===== src/rtl/subcore_dispatcher.sv =====
// subcore_dispatcher
//
// Launch scheduler between the main core and a bank of SUBCORE_NUM subcores.
// Single launches go to the first idle subcore at or after a round-robin
// pointer; broadcast launches start every subcore with the same PC. A join
// barrier reports when every subcore has gone idle again.
//
// Ports
//   clk, rstn          : clock, synchronous active-low reset
//   launch_valid/ready : launch handshake from the main core
//   launch_bcast       : launch on all subcores at once
//   launch_pc          : start PC of the launch
//   launch_id          : subcore chosen by the last single launch
//   exec_requested     : one-cycle start pulse per subcore
//   requested_pc       : PC accompanying exec_requested (held otherwise)
//   subcore_ended      : one-cycle completion pulse per subcore
//   join_req/join_done : barrier request pulse / barrier satisfied pulse
//   busy_mask          : registered per-subcore busy bits
//   active_count       : population count of busy_mask
//   protocol_err       : sticky flag, ended pulse from an idle subcore
module subcore_dispatcher #(
  parameter int SUBCORE_NUM = 8,
  parameter int PC_W        = 32,
  parameter int ID_W        = $clog2(SUBCORE_NUM)
) (
  input  logic                   clk,
  input  logic                   rstn,
  input  logic                   launch_valid,
  input  logic                   launch_bcast,
  input  logic [PC_W-1:0]        launch_pc,
  output logic                   launch_ready,
  output logic [ID_W-1:0]        launch_id,
  output logic [SUBCORE_NUM-1:0] exec_requested,
  output logic [PC_W-1:0]        requested_pc,
  input  logic [SUBCORE_NUM-1:0] subcore_ended,
  input  logic                   join_req,
  output logic                   join_done,
  output logic [SUBCORE_NUM-1:0] busy_mask,
  output logic [ID_W:0]          active_count,
  output logic                   protocol_err
);

  typedef enum logic {ST_RUN, ST_JOIN} state_t;

  state_t                 state_q, state_d;
  logic [SUBCORE_NUM-1:0] busy_q, busy_d;
  logic [ID_W-1:0]        rr_ptr_q, rr_ptr_d;
  logic [SUBCORE_NUM-1:0] exec_q, exec_d;
  logic [PC_W-1:0]        req_pc_q, req_pc_d;
  logic [ID_W-1:0]        launch_id_q, launch_id_d;
  logic                   join_done_q, join_done_d;
  logic                   err_q, err_d;
  logic [ID_W:0]          active_count_q, active_count_d;

  logic                   fire;
  logic [ID_W-1:0]        sel;
  logic                   sel_found;
  logic [ID_W:0]          cand;

  // Ready depends only on registered state plus the broadcast qualifier,
  // so a subcore freed this cycle is not visible until the next one.
  always_comb begin
    launch_ready = 1'b0;
    if (state_q == ST_RUN) begin
      if (launch_bcast) launch_ready = (busy_q == '0);
      else              launch_ready = (busy_q != '1);
    end
  end

  assign fire = launch_valid && launch_ready;

  // Round-robin search: first idle index at or after rr_ptr, wrapping at
  // SUBCORE_NUM (which need not be a power of two, hence the explicit wrap).
  always_comb begin
    sel       = '0;
    sel_found = 1'b0;
    cand      = '0;
    for (int k = 0; k < SUBCORE_NUM; k++) begin
      cand = {1'b0, rr_ptr_q} + (ID_W+1)'(k);
      if (cand >= (ID_W+1)'(SUBCORE_NUM)) cand = cand - (ID_W+1)'(SUBCORE_NUM);
      if (!sel_found && !busy_q[cand[ID_W-1:0]]) begin
        sel_found = 1'b1;
        sel       = cand[ID_W-1:0];
      end
    end
  end

  // Completions clear busy bits first, then a dispatch sets its bit, so a
  // dispatch colliding with a stray ended pulse on the same subcore wins.
  always_comb begin
    busy_d      = busy_q & ~subcore_ended;
    err_d       = err_q | (|(subcore_ended & ~busy_q));
    exec_d      = '0;
    req_pc_d    = req_pc_q;
    launch_id_d = launch_id_q;
    rr_ptr_d    = rr_ptr_q;
    if (fire) begin
      req_pc_d = launch_pc;
      if (launch_bcast) begin
        busy_d = '1;
        exec_d = '1;
      end else begin
        busy_d[sel] = 1'b1;
        exec_d[sel] = 1'b1;
        launch_id_d = sel;
        rr_ptr_d    = (sel == ID_W'(SUBCORE_NUM-1)) ? '0 : sel + ID_W'(1);
      end
    end
  end

  always_comb begin
    active_count_d = '0;
    for (int i = 0; i < SUBCORE_NUM; i++) begin
      active_count_d = active_count_d + (ID_W+1)'(busy_d[i]);
    end
  end

  // A join request that finds everything already idle (after this edge)
  // completes immediately and never leaves RUN.
  always_comb begin
    state_d     = state_q;
    join_done_d = 1'b0;
    case (state_q)
      ST_RUN: begin
        if (join_req) begin
          if (busy_d == '0) join_done_d = 1'b1;
          else              state_d     = ST_JOIN;
        end
      end
      ST_JOIN: begin
        if (busy_d == '0) begin
          state_d     = ST_RUN;
          join_done_d = 1'b1;
        end
      end
      default: state_d = ST_RUN;
    endcase
  end

  always_ff @(posedge clk) begin
    if (!rstn) begin
      state_q        <= ST_RUN;
      busy_q         <= '0;
      rr_ptr_q       <= '0;
      exec_q         <= '0;
      req_pc_q       <= '0;
      launch_id_q    <= '0;
      join_done_q    <= 1'b0;
      err_q          <= 1'b0;
      active_count_q <= '0;
    end else begin
      state_q        <= state_d;
      busy_q         <= busy_d;
      rr_ptr_q       <= rr_ptr_d;
      exec_q         <= exec_d;
      req_pc_q       <= req_pc_d;
      launch_id_q    <= launch_id_d;
      join_done_q    <= join_done_d;
      err_q          <= err_d;
      active_count_q <= active_count_d;
    end
  end

  assign exec_requested = exec_q;
  assign requested_pc   = req_pc_q;
  assign launch_id      = launch_id_q;
  assign join_done      = join_done_q;
  assign busy_mask      = busy_q;
  assign active_count   = active_count_q;
  assign protocol_err   = err_q;

endmodule


===== config.mk =====
export PLATFORM = sky130hd
export DESIGN_NAME = subcore_dispatcher
export DESIGN_NICKNAME = d
export VERILOG_FILES = /design/src/rtl/subcore_dispatcher.sv
export SDC_FILE = /design/constraint.sdc
export NUM_CORES = 1
export LEC_CHECK = 0
export ABC_AREA = 1
export CORE_UTILIZATION = 25
export CTS_CLUSTER_DIAMETER = 30
export DETAILED_ROUTE_END_ITERATION = 10
export PLACE_DENSITY = 0.56
export SKIP_LAST_GASP = 1
export SLEW_MARGIN = 20
export SYNTH_ARGS = -nofsm -noshare
export SYNTH_HDL_FRONTEND = slang
export SYNTH_SLANG_ARGS = --single-unit
export TNS_END_PERCENT = 100

===== constraint.sdc =====
create_clock -name clk -period 10.8 [get_ports clk]
set_input_delay 2.16 -clock clk [delete_from_list [all_inputs] [get_ports clk]]
set_output_delay 2.16 -clock clk [all_outputs]
set_load 0.005 [all_outputs]

==> metrics.txt <==
Syn Area/Cell 7.20 um2; final hold violation count 0; Die ar. 14000 um2; Core Region 13200 um2; initial antenna violation count 0; number of buffers created by CTS 9; Final Hold Slack 465 ps; Synth top area share 0.361; f_max 157 MHz; placed cells 735; max_slew headroom 0.574; R2R depth 24; switching share of total power 0.354; CP endpoint kind flop; VDD IR-drop max 0.0823 mV; Syn Nets 525; Detail Route Antenna Nets 0; Initial DRT Pass Iterations 4; cells after synthesis 470; critical path required time 10990 ps; share of cells above drive strength 1 0.162; commonest cells in the netlist nand2_1, dfxtp_1, a21oi_1, inv_1, nor2_1; Worst-path clk slew 50 ps; Int Power 0.575 mW; PD cells 183 nW/um2; 1st-iter DRT viols 189; unique cell type count in the Yosys netlist 43; Die Wd 118 um; Clock Path Buffers 2; vias post-DR 3333; critical path fanouts, max 42; placed cell areas 4560 um2; Cell Chain, Critical Path clkdlybuf4s50_1 -> inv_1 -> o221ai_1 -> inv_1 -> nand2_1 -> buf_4 -> inv_1 -> buf_4 -> o21ai_1 -> nand2_1 -> fa_1 -> inv_1 -> fa_1 -> fa_1 -> inv_1 -> ha_1 -> inv_1 -> fa_1 -> xor2_1 -> nor2_1; Post-synth EDFFs 0; RSZ-0062 raised after global routing false; Non-Filler Instances 751; gr usage total 0.150; DP HPWL 7850 um; Fin Setup TNS 0 ps; period utilization 0.588; DRC viols 0; Post-synth ARST share 0; Syn. warnings 0; CTS Hold Buffers Added 0; vias per cell 4.44; diodes inserted 0; final instance area 4870 um2; slowest stage cell, crit path fa_1; final core occ 0.367; Final Critical Period 6350 ps; status finished clean; mean routed wirelength per cell 13.3 um; Sw Pwr 0.315 mW; FP Rows 42; Max Slew Vio Count 0; post-CTS sizing 0; hold path depth 2; latest clock arrival within the worst-skew pair 320 ps; dpl ws 4120 ps; most frequent cell after synthesis nand2_1; worst slew pin tran 638 ps; synth top area cells dfxtp_1, nand2_1, a21oi_1, nand3_2, nand3_1; FF+latch count, synth 61; CP Launch Type input pin; NumNets Final 625; GP Congestion 0.859; clock sink count 61; sequential area share after synthesis 0.361; Post-Route Skew 6.82 ps; MaxCap Viol Count 0; CTS tree yes; Routed Wire Length 9980 um; number of post-CTS setup repair buffers 0; grt ovf 0; most used cell, CP inv_1; kind of critical path in2reg; global-route wire length before repair 16700 um; synthesized area 3380 um2; vias in the first global route 3484; sequential power share 0.309; CP arrival 6550 ps; largest net degree at the start of global routing 43; final worst slack 4450 ps; port bufs 102; Starting Density 0.255; H-tree levels 3; P&R area growth vs syn 43.8%; LEAKAGE 2.05 nW; Tot Pwr 0.891 mW; Die Ht 118 um; io pins 103; Clk pwr share 0.320; Logic pwr share 0.371; clock root buffer clkbuf_16; final setup vio count 0; Slowest Stage Delay on Critical Path 550 ps; worst min-delay path category reg2reg; cell taking the most area after synthesis dfxtp_1; Most used DFF post-synth dfxtp_1
state kept, by name (all words and copies together), names as in the netlist:
signal	cells
protocol_err	1
active_count	4
requested_pc	32
exec_requested	8
rr_ptr_q	3
join_done	1
state_q	1
busy_mask	8
launch_id	3
placed cells by master, fill, tap and decap left out, types with 2 or more instances in the layout:
| cell type | netlist | final |
|---|---|---|
| o21ai_2 | 3 | 3 |
| nor2_1 | 35 | 35 |
| a31oi_1 | 3 | 3 |
| buf_4 | 0 | 3 |
| clkdlybuf4s50_1 | 0 | 102 |
| o21ai_1 | 3 | 3 |
| dfxtp_1 | 61 | 61 |
| nor2_4 | 3 | 3 |
| clkinv_4 | 0 | 2 |
| nand2_1 | 141 | 141 |
| or2_2 | 3 | 3 |
| a21oi_1 | 39 | 39 |
| nand4_1 | 3 | 3 |
| nor3_1 | 2 | 2 |
| ha_1 | 6 | 6 |
| inv_1 | 35 | 35 |
| nand3_2 | 17 | 17 |
| o221ai_1 | 2 | 2 |
| nand2_4 | 4 | 4 |
| nand4_2 | 2 | 2 |
| fa_1 | 4 | 4 |
| nand3_1 | 28 | 28 |
| clkbuf_16 | 0 | 9 |
| inv_2 | 11 | 11 |
| nand2_2 | 19 | 19 |
| nor4_1 | 2 | 2 |
| inv_4 | 2 | 2 |
| o21ai_0 | 7 | 7 |
| nor2_2 | 5 | 5 |
logic make-up after synthesis:
| group | share of synthesized area |
|---|---|
| compound gates | 0.112 |
| xor+xnor | 0.00518 |
| fa+ha+maj | 0.0459 |
| buf+inv | 0.0806 |
| flops | 0.361 |
| simple gates | 0.395 |
power by group through the flow:
stage	Combinational, mW	Clock (mW)	Sequential, mW
6_report	0.330	0.285	0.275
5_1_grt	0.370	0.302	0.279
4_1_cts	0.334	0.292	0.276
3_5_place_dp	0.332	0	0.280
3_3_place_gp	0.328	0	0.280
2_1_floorplan	0.220	0	0.272
final cells by class:
cell class,count,area [um2]
clock buffer,11,243
clock inverter,5,60.1
fill,1422,8380
inverter,49,189
multi-input combinational,344,1890
sequential,61,1220
tap,176,220
timing repair buffer,105,1040
layer usage:
metal / track usage / vias up / wire (um)
met5: 0 / - / 0
met4: 0.0537 / 0 / 194
met3: 0.0449 / 16 / 647
met2: 0.262 / 90 / 4750
met1: 0.174 / 1519 / 4380
li1: - / 1708 / -
critical path, delay by kind of cell:
family	cells	cell delay (ps)
adders and majority gates	5	1990
buffers and inverters	9	1600
AOI/OAI and AO/OA	2	390
and+or+nand+nor	3	240
xor gates and xnor gates	1	140
path summary, 6_finish.rpt:
check,from,slack (ps),end
worst min register to register,requested_pc[8],460,requested_pc[8]
worst min-delay path,requested_pc[8],460,requested_pc[8]
worst max register to register,rr_ptr_q[0],5220,active_count[2]
worst max-delay path,launch_bcast,4450,active_count[2]
Note: power is estimated with default switching activity, not from simulation.
